**src/rtl/sync_chan_fifo.sv**
```systemverilog
// Synchronous single-clock channel FIFO with valid/ready handshakes on both sides.
// Define SYNC_CHAN_FIFO_BYPASS_EN for empty-FIFO cut-through of a write beat to the read side.
module sync_chan_fifo #(
  parameter int DATA_W   = 49,
  parameter int DEPTH    = 4,
  parameter int AFULL_TH = DEPTH - 1
) (
  input  logic                         clk,
  input  logic                         rst,
  input  logic [DATA_W-1:0]            wdata,
  input  logic                         valid_i,
  output logic                         ready_o,
  output logic [DATA_W-1:0]            rdata,
  output logic                         valid_o,
  input  logic                         ready_i,
  output logic [$clog2(DEPTH+1)-1:0]   count,
  output logic                         almost_full
);

  localparam int AW = $clog2(DEPTH);
  localparam int CW = $clog2(DEPTH + 1);
  localparam logic [AW:0]   PTR_ONE = {{AW{1'b0}}, 1'b1};
  localparam logic [CW-1:0] CNT_ONE = {{(CW-1){1'b0}}, 1'b1};

  logic [DATA_W-1:0] r_mem [DEPTH];
  logic [AW:0]       r_wptr;
  logic [AW:0]       r_rptr;
  logic [CW-1:0]     r_count;

  logic              w_full;
  logic              w_empty;
  logic              w_push;
  logic              w_pop;
  logic [DATA_W-1:0] w_head;

  // Pointers carry one extra wrap bit so full and empty are distinguishable.
  assign w_empty = (r_wptr == r_rptr);
  assign w_full  = (r_wptr[AW-1:0] == r_rptr[AW-1:0]) && (r_wptr[AW] != r_rptr[AW]);
  assign w_head  = r_mem[r_rptr[AW-1:0]];

  assign ready_o     = !w_full;
  assign count       = r_count;
  assign almost_full = (r_count >= CW'(AFULL_TH));

`ifdef SYNC_CHAN_FIFO_BYPASS_EN
  logic w_bypass;

  // An empty FIFO presents the incoming beat directly; a consumed beat never touches memory.
  assign w_bypass = w_empty && !rst && valid_i && ready_i;
  assign valid_o  = !w_empty || (valid_i && !rst);
  assign rdata    = (w_empty && !rst) ? wdata : w_head;
  assign w_pop    = !w_empty && ready_i;
  assign w_push   = valid_i && !w_full && !w_bypass;
`else
  assign valid_o = !w_empty;
  assign rdata   = w_head;
  assign w_pop   = !w_empty && ready_i;
  assign w_push  = valid_i && !w_full;
`endif

  always_ff @(posedge clk) begin
    if (rst) begin
      r_wptr  <= '0;
      r_rptr  <= '0;
      r_count <= '0;
      for (int i = 0; i < DEPTH; i++) begin
        r_mem[i] <= '0;
      end
    end else begin
      if (w_push) begin
        r_mem[r_wptr[AW-1:0]] <= wdata;
        r_wptr                <= r_wptr + PTR_ONE;
      end
      if (w_pop) begin
        r_rptr <= r_rptr + PTR_ONE;
      end
      if (w_push && !w_pop) begin
        r_count <= r_count + CNT_ONE;
      end else if (w_pop && !w_push) begin
        r_count <= r_count - CNT_ONE;
      end
    end
  end

endmodule

```
**config.mk**
```make
export PLATFORM = sky130hd
export DESIGN_NAME = sync_chan_fifo
export DESIGN_NICKNAME = d
export VERILOG_FILES = /design/src/rtl/sync_chan_fifo.sv
export SDC_FILE = /design/constraint.sdc
export NUM_CORES = 1
export LEC_CHECK = 0
export ABC_AREA = 0
export CAP_MARGIN = 10
export CORE_ASPECT_RATIO = 1.75
export CORE_MARGIN = 5
export CORE_UTILIZATION = 28
export CTS_BUF_LIST = sky130_fd_sc_hd__clkbuf_8
export DETAILED_ROUTE_END_ITERATION = 8
export HOLD_SLACK_MARGIN = 0.1
export PLACE_DENSITY = 0.45
export SLEW_MARGIN = 0
export SYNTH_ARGS = -nofsm -noshare
export SYNTH_HDL_FRONTEND = slang
export SYNTH_SLANG_ARGS = --single-unit
```
**constraint.sdc**
```tcl
create_clock -name clk -period 5 [get_ports clk]
set_input_delay 0.5 -clock clk [delete_from_list [all_inputs] [get_ports clk]]
set_output_delay 0.5 -clock clk [all_outputs]
set_load 0.02 [all_outputs]
```
* Word-level counts from Yosys, hierarchy flattened
Memories as Yosys holds them, arrays and structs flattened. A register that Yosys moved wholly into a read port is not among the register bits.
Cells that the tools add are included.
** Word-level totals
- Register bits after elaboration :: 9
- Latch bits :: 0
- Bits in writable memories :: 196
- ROM bits :: 0
- Bits of input ports :: 53
- Output and inout port bits :: 55
- Word-level logic and storage cells :: 35
- Memories :: 1
** Operators by class
- Add/sub/neg operators :: 4
- Multiply operators :: 0
- Div/mod/pow operators :: 0
- Magnitude comparators :: 1
- Equal/unequal tests :: 3
- Shift operators :: 0
- Mux-type cells :: 12
- Bitwise gates (word level) :: 0
- Reductions and logical operators :: 11
** Memory list
- r_mem :: words 4, bits a word 49, read ports 1, clocked after memory_dff 1, write ports 4, RTL line 25 : logic [DATA_W-1:0] r_mem [DEPTH];
** Operator list (number)
- 2-to-1 mux 49 bit :: 1
- OR reduction 49 bit :: 1
- adder 3 x 1 -> 3 bit, second input constant :: 3
- 2-to-1 mux 1 bit :: 6
- 2-to-1 mux 2 bit :: 3
- 2-to-1 mux 3 bit :: 2
- logical AND 1 bit :: 5
- zero test 1 bit :: 4
- == test 3 bit :: 1
- >= comparator 3 x 2 -> 1 bit, second input constant :: 1
- subtractor 3 x 1 -> 3 bit, second input constant :: 1
- == test 2 bit :: 1
- nonzero test 2 bit :: 1
- != test 1 bit :: 1

* Longest topological paths before layout
- Depth after elaboration :: 9
- Depth in mapped cells :: 11
- Mapped depth without buffers :: 9

* Worst setup path after synthesis
OpenSTA, ideal clock, no wires.
- Path type :: reg-to-reg
- Start :: register r_wptr[0]
- End :: memory r_mem[3][0] (enable)
- Setup time :: 409 ps
- Data arrival time :: 2399 ps
- Required time :: 4591 ps
- Slack :: 2192 ps
- Cell stages (with the launch flop) :: 6
- Buffers on the path :: 1
- Clock period less this slack :: 2808 ps
- Cells stage by stage :: dfxtp_1 -> clkbuf_1 -> xor2_1 -> nor3_4 -> inv_2 -> a41o_1
** RTL lines
- from (decl) :: RTL line 26 : logic [AW:0] r_wptr;
- from (signal assigned) :: RTL line 72 : r_wptr <= r_wptr + PTR_ONE;
- to (decl) :: RTL line 25

==> results by group <==
Synthesis
  • Mux contribution to synthesized area: 12.5%
  • Synthesized instance count: 620
  • Top cells by area, synth: edfxtp_1 66%, mux4_2 12%, nor2_1 8.4%
  • Cell taking the most area after synthesis: edfxtp_1
  • Syn nets: 677
  • Mapped Area: 8900 µm²
  • Yosys warning count: 0
  • Synth top area share: 66.1%
  • Number of flops mapped to enable cells by yosys: 196
  • Main combinational cell family by area after synthesis: multiplexers
  • Post-synthesis average cell area: 14.4 µm²
  • Synth Area in Compound Gates: 2.33%
  • Seq/Total Area, Yosys: 68.6%
  • Synth unique cells: 37
  • Simple-Gate Fraction of Synth Area: 12.4%
  • Fraction of the mapped netlist area in adder cells: 0.647%
  • Top FF cell, synth: edfxtp_1
  • Post-synthesis register bit count: 207
  • Async SR Flop Fraction: 0%
  • Post-Synth XOR/XNOR Area: 0.998%

STA
  • Max-Slew Margin vs Limit: 24.3%
  • Fmax achieved: 291 MHz
  • Endpoints failing setup: 0
  • Final hold violations: 0
  • Smallest hold slack: 0.517 ns
  • Final setup TNS: 0 ns
  • Final worst slack: 1.56 ns
  • Period utilization: 68.8%
  • Slew Viols, Final: 0
  • Slew @ Worst Pin: 1.13 ns
  • Unrepaired setup endpoints after global routing: no
  • Skew final: 0.0181 ns
  • Min Tclk post-route: 3.44 ns

Layout
  • Layout cell share with drive strength beyond 1: 14.7%
  • Cell Count, Final, Fillers Out: 1147
  • Area Overhead vs Synth: 23.5%
  • Final net count: 785

Setup path
  • Critical path, cell by cell: buf_4 -> mux4_2 -> clkdlybuf4s50_1
  • WP data arrival: 2.94 ns
  • CP max-delay cell: dfxtp_2
  • Delay of the slowest cell on the worst path: 1.07 ns
  • CP required: 4.50 ns
  • WP buf/inv: 2
  • Worst setup EP type: output pin
  • Crit Path Category: reg -> out
  • Crit path max fanout: 37
  • CP Launch Type: flip-flop
  • R2R Setup Slk: 1.84 ns
  • Top delay family on crit path: flip-flops

Clock network
  • H-tree lvl count: 2
  • Worst-path clk slew: 0.06 ns
  • CTS max path bufs: 3
  • Setup bufs post-CTS: 0
  • Cts repair resizes: 0
  • TritonCTS clock tree: built
  • Post-CTS Hold Fix Bufs: 0
  • Clk Latency, worst-skew pair: 0.51 ns
  • Total clock sinks: 207
  • Total CTS buffers: 34
  • CTS Root Cell: clkbuf_8

Die
  • IO Count: 108
  • Num rows: 86
  • DIE AREA: 35600 µm²
  • Core box area: 31400 µm²
  • DIE WIDTH: 145 µm
  • Chip Height: 246 µm
  • Initial Util: 28.3%

Power and ir drop
  • Switching portion of total power: 32.4%
  • Net Sw Power: 1730 µW
  • Max rail drop VDD: 0.437 mV
  • Part of the power in combinational logic: 29.7%
  • Leak pwr: 0.00392 µW
  • Tot Pwr: 5330 µW
  • PD cells: 485 nW/µm²
  • Flop pwr share: 44.3%
  • Internal power: 3610 µW
  • Clock power share: 26.0%

Placed design
  • DP Cell Count: 1088
  • Port-buffer cells: 107
  • GP Congestion: 0.742
  • Dpl ws: 1.75 ns
  • Post-DP HPWL: 13600 µm

Routing
  • DR vias/cell: 4.83
  • Final Routed Wirelength: 24100 µm
  • DRT met1 WL: 8980 µm
  • DRC violations left: 0
  • Top Layer Used: met4
  • Detailed-route via count: 5543
  • Met2 routed WL: 13500 µm
  • DRT antenna net count: 0
  • Avg WL per Cell: 21.0 µm
  • WL met3: 927 µm
  • First-pass DRT Iterations: 4
  • DR iter-0 viols: 385

Global routing
  • Vias in the first global route: 6282
  • Total gr overflow: 0
  • Initial antenna violation count: 1
  • Total GRT Usage: 13.7%
  • Largest net degree at the start of global routing: 50
  • First-pass GRT wire length: 36600 µm

Min path
  • Hold crit path type: reg -> reg

Job
  • Maxcap violations: 0

Outcome
  • Status: complete, no violations
## power groups by stage
| stage | sequential, µW | clock (µW) | combinational [µW] |
|---|---|---|---|
| 2_1_floorplan | 2230 | 0 | 1050 |
| 3_3_place_gp | 2400 | 0 | 1610 |
| 3_5_place_dp | 2420 | 0 | 1620 |
| 4_1_cts | 2380 | 1430 | 1630 |
| 5_1_grt | 2410 | 1500 | 1690 |
| 6_report | 2360 | 1390 | 1580 |
## stage by stage
step	area (µm²)	util, %
5_1_grt	11000	35.0
6_report	11000	35.0
4_1_cts	11000	35.0
3_5_place_dp	10400	33.0
2_1_floorplan	8900	-
3_3_place_gp	10400	33.0
## routing by layer
layer | vias up | GRT usage [%]
met5 | - | 0
met4 | 0 | 5.49
met3 | 44 | 2.14
met2 | 140 | 25.7
met1 | 2881 | 14.9
li1 | 2478 | -
## synth_stat cells, types with 2 or more instances
library cell,count
nor2b_1,5
nor2_1,200
nand3_1,5
nand4_1,4
inv_1,4
a31o_1,2
o211ai_1,2
xnor2_1,2
clkbuf_1,16
o21ai_0,5
mux4_2,49
nand2_1,54
edfxtp_1,196
dfxtp_1,11
a21oi_1,3
ha_1,3
a21o_1,3
xor2_1,5
buf_2,24
o31ai_4,2
a211o_1,2
a31oi_1,4
buf_4,2
nor3b_1,4
## flip-flops by register name, indices dropped and copies added (netlist names), named ones only
signal	cells
count	3
r_mem	196
r_rptr	3
r_wptr	3
## worst reg2reg max path, stage by stage, from the launching register on
cell,delay (ns)
dfxtp_1,0.58
xor2_1,0.53
nor3_4,0.05
buf_4,0.25
inv_2,0.15
a41o_2,0.86
buf_4,0.40
## cell usage in the layout (no fill, tap or decap), drive strengths merged
cell / n
ha: 3
a41o: 1
buf: 8
nand2: 54
a31o: 3
clkinv: 6
nor2b: 5
mux2i: 1
nor3b: 4
clkdlybuf4s50: 107
nand2b: 1
o21ai: 6
nor2: 200
o31ai: 2
nand3: 5
a21oi: 3
bufinv: 1
o211ai: 2
a21o: 3
dfxtp: 11
a31oi: 4
and3: 1
clkbuf: 37
xnor2: 3
or3: 1
diode: 1
a211o: 2
nand4: 4
or4: 1
edfxtp: 196
mux4: 49
inv: 19
nor3: 1
fa: 1
xor2: 5
## logic make-up (layout without fill, tap and decap cells)
group	Yosys count	in the layout
xor gates and xnor gates	8	8
other	0	1
and+or+nand+nor	277	277
adders and majority gates	4	4
muxes	50	50
buffers and inverters	48	178
AOI/OAI and AO/OA	26	26
DFF	207	207
## path summary, 6_finish.rpt
path	start	end	depth (start not counted)
worst max-delay path	flip-flop	rdata[5]	3
worst min-delay path	count[2]$_SDFFE_PP0P_	count[2]$_SDFFE_PP0P_	2
worst max register to register	r_rptr[0]$_SDFFE_PP0P_	r_mem[3][1]$_DFFE_PP_	6
worst min register to register	count[2]$_SDFFE_PP0P_	count[2]$_SDFFE_PP0P_	2
## area by class of cell
| cell class | count | area (µm²) |
|---|---|---|
| Clock buffer | 37 | 509 |
| Inverter | 5 | 18.8 |
| Sequential cell | 207 | 6110 |
| Multi-Input combinational cell | 365 | 2620 |
| Tap cell | 396 | 495 |
| Fill cell | 3053 | 20400 |
| Antenna cell | 1 | 2.50 |
| Clock inverter | 21 | 108 |
| Timing Repair Buffer | 115 | 1130 |
No activity file was read; power rests on OpenSTA's default activity.
